**src/rtl/serial_timer.sv**
```systemverilog
// Serial-load countdown timer with tick prescaler, abort and result/ready handshake.
// Optional periodic reload on acknowledge is enabled by defining SERIAL_TIMER_RELOAD_EN.
module serial_timer #(
  parameter int WIDTH   = 32,
  parameter int DIV_CNT = 10
) (
  input  logic             clk,
  input  logic             rst,
  input  logic             en,
  input  logic             start_req_i,
  input  logic             start_data_i,
  input  logic             abort_i,
  input  logic             ready_i,
`ifdef SERIAL_TIMER_RELOAD_EN
  input  logic             reload_i,
`endif
  output logic             result_rsp_o,
  output logic             busy_o,
  output logic [WIDTH-1:0] count_o
);

  localparam int PW = (DIV_CNT > 1) ? $clog2(DIV_CNT) : 1;
  localparam logic [PW-1:0] PRESC_MAX = PW'(DIV_CNT - 1);

  typedef enum logic [1:0] {IDLE, LOAD, COUNT, DONE} state_t;

  state_t           state, state_nx;
  logic [WIDTH-1:0] sr, sr_nx;
  logic [WIDTH-1:0] cnt, cnt_nx;
  logic [PW-1:0]    presc, presc_nx;
`ifdef SERIAL_TIMER_RELOAD_EN
  logic [WIDTH-1:0] rld, rld_nx;
`endif

  // A low enable freezes every register; reset still wins.
  always_ff @(posedge clk) begin
    if (rst) begin
      state <= IDLE;
      sr    <= '0;
      cnt   <= '0;
      presc <= '0;
`ifdef SERIAL_TIMER_RELOAD_EN
      rld   <= '0;
`endif
    end else if (en) begin
      state <= state_nx;
      sr    <= sr_nx;
      cnt   <= cnt_nx;
      presc <= presc_nx;
`ifdef SERIAL_TIMER_RELOAD_EN
      rld   <= rld_nx;
`endif
    end
  end

  always_comb begin
    state_nx = state;
    sr_nx    = sr;
    cnt_nx   = cnt;
    presc_nx = presc;
`ifdef SERIAL_TIMER_RELOAD_EN
    rld_nx   = rld;
`endif
    if (abort_i && state != IDLE) begin
      state_nx = IDLE;
      sr_nx    = '0;
      cnt_nx   = '0;
    end else begin
      case (state)
        IDLE: begin
          if (start_req_i) begin
            sr_nx    = {{(WIDTH-1){1'b0}}, start_data_i};
            state_nx = LOAD;
          end
        end
        LOAD: begin
          if (start_req_i) begin
            sr_nx = {sr[WIDTH-2:0], start_data_i};
          end else begin
            cnt_nx   = sr;
            presc_nx = '0;
`ifdef SERIAL_TIMER_RELOAD_EN
            rld_nx   = sr;
`endif
            state_nx = (sr != '0) ? COUNT : DONE;
          end
        end
        COUNT: begin
          if (presc == PRESC_MAX) begin
            presc_nx = '0;
            if (cnt != '0) begin
              cnt_nx = cnt - 1'b1;
            end
            // Reaching zero on this tick completes the countdown.
            if (cnt <= WIDTH'(1)) begin
              state_nx = DONE;
            end
          end else begin
            presc_nx = presc + 1'b1;
          end
        end
        DONE: begin
          if (ready_i) begin
`ifdef SERIAL_TIMER_RELOAD_EN
            if (reload_i) begin
              cnt_nx   = rld;
              presc_nx = '0;
              state_nx = (rld != '0) ? COUNT : DONE;
            end else begin
              state_nx = IDLE;
            end
`else
            state_nx = IDLE;
`endif
          end
        end
        default: state_nx = IDLE;
      endcase
    end
  end

  assign busy_o       = (state != IDLE);
  assign result_rsp_o = (state == DONE);
  assign count_o      = cnt;

endmodule

```
**config.mk**
```make
export PLATFORM = sky130hd
export DESIGN_NAME = serial_timer
export DESIGN_NICKNAME = d
export VERILOG_FILES = /design/src/rtl/serial_timer.sv
export SDC_FILE = /design/constraint.sdc
export NUM_CORES = 1
export LEC_CHECK = 0
export CAP_MARGIN = 10
export CORE_MARGIN = 2
export CORE_UTILIZATION = 57
export CTS_BUF_LIST = sky130_fd_sc_hd__clkbuf_8 sky130_fd_sc_hd__clkbuf_16
export DETAILED_ROUTE_END_ITERATION = 10
export PLACE_DENSITY = 0.81
export REMOVE_ABC_BUFFERS = 1
export SLEW_MARGIN = 20
export SYNTH_ARGS = -nofsm -noshare
export SYNTH_HDL_FRONTEND = slang
export SYNTH_SLANG_ARGS = --single-unit
```
**constraint.sdc**
```tcl
create_clock -name clk -period 2.98 [get_ports clk]
set_clock_uncertainty 0.1 [all_clocks]
set_input_delay 0.447 -clock clk [delete_from_list [all_inputs] [get_ports clk]]
set_output_delay 0.447 -clock clk [all_outputs]
set_load 0.01 [all_outputs]
```
**Yosys cells after proc, flatten, opt, wreduce, memory -nomap -nowiden**

Cells that the tools add are included.

- Register bits: 70
- Input port bits: 7
- Output and inout bits: 34
- Logic and storage cells: 52

- Add/subtract/negate cells: 2
- $lt $le $gt $ge: 1
- Eq/ne operators: 12
- Multiplexer cells: 20
- Bitwise logic cells: 1
- Reductions and logical operators: 12

Operators by type and width:

| cell | count |
|---|---|
| 32-bit two-way mux | 7 |
| 32-bit one-hot mux with 2 select lines | 2 |
| 32-bit nonzero test | 2 |
| 32-bit by 1-bit less-or-equal comparator with 1-bit output (second input constant) | 1 |
| 32-bit by 1-bit subtractor with 32-bit output (second input constant) | 1 |
| 3-bit inequality test (second input constant) | 6 |
| 2-bit two-way mux | 6 |
| 4-bit two-way mux | 2 |
| 2-bit one-hot mux with 4 select lines | 1 |
| 4-bit one-hot mux with 2 select lines | 1 |
| 4-bit AND reduction | 2 |
| 6-bit AND reduction | 1 |
| 3-bit nonzero test | 2 |
| 5-bit AND reduction | 1 |
| 4-bit by 1-bit adder with 4-bit output (second input constant) | 1 |
| 2-bit == test (second input constant) | 2 |
| 4-bit == test (second input constant) | 1 |
| 2-bit nonzero test | 2 |
| 3-bit by 2-bit inequality test with 1-bit output (second input constant) | 1 |
| 2-bit by 1-bit == test with 1-bit output (second input constant) | 1 |
| 2-bit zero test | 1 |
| 2-bit inequality test (second input constant) | 1 |
| 1-bit logical AND | 1 |
| 1-bit two-way mux | 1 |
| 1-bit inverter | 1 |

**Depth between registers and ports, before layout**

- Depth after elaboration: 5
- Gate-level depth with buffers: 10
- Gate-level depth less buffers: 8

**Least setup slack after synthesis**

Ideal clock, no wire load.

- Kind: reg-to-reg
- From: register state[0]
- To: register cnt[31] (netlist: count_o[31])
- Library setup time: 0.067 ns
- Data arrival time: 2.291 ns
- Required time: 2.813 ns
- Slack: 0.521 ns
- Stages on the path, launching flop included: 11
- Buffers on the path: 2
- Period minus slack after synthesis: 2.459 ns
- Cell sequence: dfxtp_1 > inv_1 > ha_1 > nand2b_4 > and2_1 > buf_6 > a221o_2 > a211oi_2 > buf_6 > a21bo_1 > a21oi_2

- Cells in the longest elaborated chain, start to end: 4
- Elaborated cells between the ends (all ways): 11
- Those cells by class: eq/ne: 5; mux: 2; reduce/logical: 4

Ends and longest elaborated chain:

| element | RTL line | RTL |
|---|---|---|
| start: declaration | 27 | `state_t state, state_nx;` |
| start signal: assignment | 46 | `state <= state_nx;` |
| 2-bit nonzero test | 64 | `if (abort_i && state != IDLE) begin` |
| 1-bit logical AND | 64 |  |
| 3-bit inequality test (no source line) or 3-bit nonzero test (tied branches) | -- |  |
| 5-bit AND reduction (no source line) | -- |  |
| end signal: assignment | 48 | `cnt <= cnt_nx;` |
| end: declaration | 29 | `logic [WIDTH-1:0] cnt, cnt_nx;` |

Several ways; a longest one is shown, not always the timed one.
A chain may end at the register's enable or synchronous reset.

**Final worst setup path**

- From: register cnt[16] (netlist: count_o[16])
- To: register state[0]

- Cells in the longest elaborated chain, start to end: 3

Ends and longest elaborated chain:

| element | RTL line | RTL |
|---|---|---|
| 32-bit by 1-bit less-or-equal comparator with 1-bit output | 95 | `if (cnt <= WIDTH'(1)) begin` |
| 3-bit inequality test (no source line) | -- |  |
| 6-bit AND reduction (no source line) | -- |  |

No other way between the ends.

==> metrics.csv <==
stage,metric,value,unit
synth,synth-warning-count,0,
layout,fin_cells,620,
worst_setup_path,cp-end-kind,flip-flop,
route,num_vias,4110,
synth,yosys-top-cells-count,"nand2_1 (73), dfxtp_1 (70), a21oi_1 (58), nand3_1 (40)",
worst_setup_path,crit_path_cell_trace,"nor4_1, nand2_1, nor4_1, o211ai_1, nor4_1, a211oi_1",
layout,final_layout_size_suffix_gt1_share,10.5,%
synth,synthFlopType,dfxtp_1,
grt,grt_usage,32.3,%
place,gp_congestion,0.942,
floorplanning,fp.coreArea,0.00642,mm²
power,p_leak,0.00164,µW
synth,synth-seq-cells,70,
floorplanning,initial_core_util,59.9,%
worst_setup_path,rr_worst_depth,6,
grt,grt_pass1_wl,18900,µm
grt,use_met2,50.7,%
grt,grt_pass1_vias,3822,
worst_setup_path,critPathLaunchType,flip-flop,
place,io_buffers,40,
timing,clock.fmax,370,MHz
grt,met3_usage,5.97,%
route,vias_per_cell,6.63,
grt,grt_max_degree,69,
timing,hold_viol_final,0,
timing,layout_min_cycle_time,2.71,ns
synth,async_flop_share,0,%
power,sw_frac_of_total,31.9,%
synth,syn_area,0.00385,mm²
layout,nets,554,
synth,synth.most_common_cell,nand2_1,
job,drv_cap,0,
synth,synth_cell_type_count,60,
floorplanning,num_rows,29,
grt,met1_usage,42.4,%
place,post-dp-hpwl,7740,µm
worst_setup_path,path_max_fanout,9,
place,dp.cells,604,
grt,top_usage_layer,met2,
clock_network,cts_tree,done,
grt,grt_overflow,0,
layout,area_delta_synth_final,19.4,%
clock_network,worstSkewPairLatency,0.35,ns
clock_network,cts_buffers,9,
synth,yosys.area.top_type,dfxtp_1,
clock_network,clk_pin_slew,0.08,ns
power,seqPwrFrac,40.8,%
route,firstDrtPassIters,5,
floorplanning,dieArea,0.00742,mm²
worst_setup_path,cp.arrival,2.80,ns
clock_network,hold_buffers,0,
timing,setup_viol,0,
timing,rsz0062_at_grt,false,
route,ant_nets,0,
power,clkPwrFrac,35.7,%
timing,worstMarginPinSlew,0.726,ns
clock_network,postCtsResizedCells,0,
worst_setup_path,crit_start,count_o[16],
worst_setup_path,r2r_start,count_o[16],
worst_setup_path,reg2reg_slack,0.27,ns
route,drt_iter0_markers,421,
power,vdd_drop_max,0.301,mV
synth,ys_top_cells_by_area,"dfxtp_1 (36%), a21oi_1 (7.5%), nand2_1 (7.1%), nand3_1 (5.2%), ha_1 (2.9%)",
worst_setup_path,timing.rr.end,state[0],
timing,finalMaxSlewViolations,0,
clock_network,clockBufferDepth,2,
clock_network,cts.sinks,70,
clock_network,root_buffer,clkbuf_8,
clock_network,htree_num_levels,3,
power,p_switching,752,µW
layout,fillers,546,
synth,yosys.area.top_type_share,36.4,%
synth,synth_edf_count,0,
synth,yosysSeqAreaShare,36.4,%
synth,syn_area_per_cell,7.77,µm²
worst_setup_path,cpMaxStageDelayCell,nor4_1,
synth,synthCells,495,
power,finalPower,2360,µW
floorplanning,die_x,86.1,µm
power,pwr-share-comb,23.5,%
timing,finalWorstSetupSlack,0.275,ns
worst_setup_path,worstSetupPathType,flip-flop to flip-flop,
route,routedWlPerCell,18.5,µm
worst_setup_path,cp-endpoint,state[0],
timing,finalCritPeriodShare,90.8,%
clock_network,post_cts_buffers,0,
place,dp_slack,0.147,ns
power,p_int,1610,µW
route,routed_wl,11500,µm
timing,slew_headroom,51.6,%
power,power-per-cell-area,514,mW/mm²
worst_setup_path,crit_top_cell,nor4_1,
grt,grt_antenna_before_repair,0,
floorplanning,die_y,86.1,µm
worst_setup_path,critPathRequiredTime,3.08,ns
outcome,status,"finished, final reports clean",
floorplanning,io_pins,41,
layout,num_antenna_cells,0,
route,drc,0,
min_path,hp-class,flip-flop to flip-flop,
worst_setup_path,max_stage_delay,0.63,ns
## cells in the final DEF, fill, tap and decap left out, types with 4 or more instances in the layout
| cell | count |
|---|---|
| ha_1 | 9 |
| o2bb2ai_1 | 10 |
| nor4_1 | 18 |
| nor2b_1 | 6 |
| a31oi_1 | 5 |
| nand2_1 | 73 |
| inv_1 | 9 |
| nor3_1 | 22 |
| o22ai_1 | 10 |
| buf_4 | 22 |
| or3_1 | 5 |
| a32o_1 | 6 |
| clkdlybuf4s50_1 | 39 |
| dfxtp_1 | 70 |
| nor2_1 | 25 |
| and3_1 | 5 |
| o2111ai_1 | 4 |
| o21ai_0 | 18 |
| a21oi_1 | 58 |
| a22oi_1 | 5 |
| clkbuf_8 | 9 |
| nand2b_1 | 5 |
| nand4_1 | 6 |
| nand3_1 | 40 |
## stage by stage
step	cell area (µm²)	setup TNS (ns)	util, %	hold slack (ns)
6_report	4590	0	71.5	0.393
3_3_place_gp	4380	0	68.2	0.368
5_1_grt	4590	0	71.5	0.406
4_1_cts	4590	0	71.5	0.390
3_5_place_dp	4380	0	68.2	0.376
2_1_floorplan	3700	-13.58	-	0.339
## critical path, delay by kind of cell, from the launching register on
family             cells  cell delay [ns]
DFF                    1             0.39
and+or+nand+nor        4             1.78
AOI/OAI and AO/OA      2             0.29
## layer usage
layer	up-vias	wire [µm]
li1	1926	-
met1	1944	4810
met2	212	5440
met3	28	915
met4	0	287
met5	-	0
## flip-flops by register name, summed over array words and instances (netlist names)
signal,cells
state,2
sr,32
count_o,32
presc,4
## power by group through the flow
stage | combinational (µW) | clock (µW) | sequential [µW]
floorplan | 314 | 0 | 984
global placement | 523 | 0 | 985
global route | 599 | 891 | 966
CTS | 538 | 845 | 963
detailed placement | 534 | 0 | 985
finish | 556 | 842 | 963
## how the worst min path moves through the flow
stage | slack, ns | start | end | cells past startpoint
after detailed placement | 0.38 | sr[15] | sr[15] | 2
after floorplan | 0.34 | sr[31] | sr[31] | 2
after CTS | 0.39 | sr[8] | sr[8] | 2
final | 0.39 | sr[8] | sr[8] | 2
after global routing | 0.41 | sr[30] | sr[30] | 2
after global placement | 0.37 | sr[30] | sr[30] | 2
## final cells by class
class | instances | area, µm² | area share [%]
clock buffer | 9 | 124 | 2.70
clock inverter | 7 | 90.1 | 1.96
inverter | 9 | 33.8 | 0.735
multi-input combinational | 385 | 2270 | 49.4
sequential | 70 | 1400 | 30.5
tap | 77 | 96.3 | 2.10
timing repair buffer | 63 | 581 | 12.6
## cell families after synthesis
logic type / after synthesis / share of synthesized area (%)
AND/OR/NAND/NOR: 232 / 31.2
AO/OA/AOI/OAI: 139 / 23.4
flip-flops: 70 / 36.4
buffers and inverters: 40 / 4.62
adder cells (fa/ha/maj): 9 / 2.93
multiplexers: 4 / 1.14
XOR/XNOR: 1 / 0.228
Note: power is estimated with default switching activity, not from simulation.
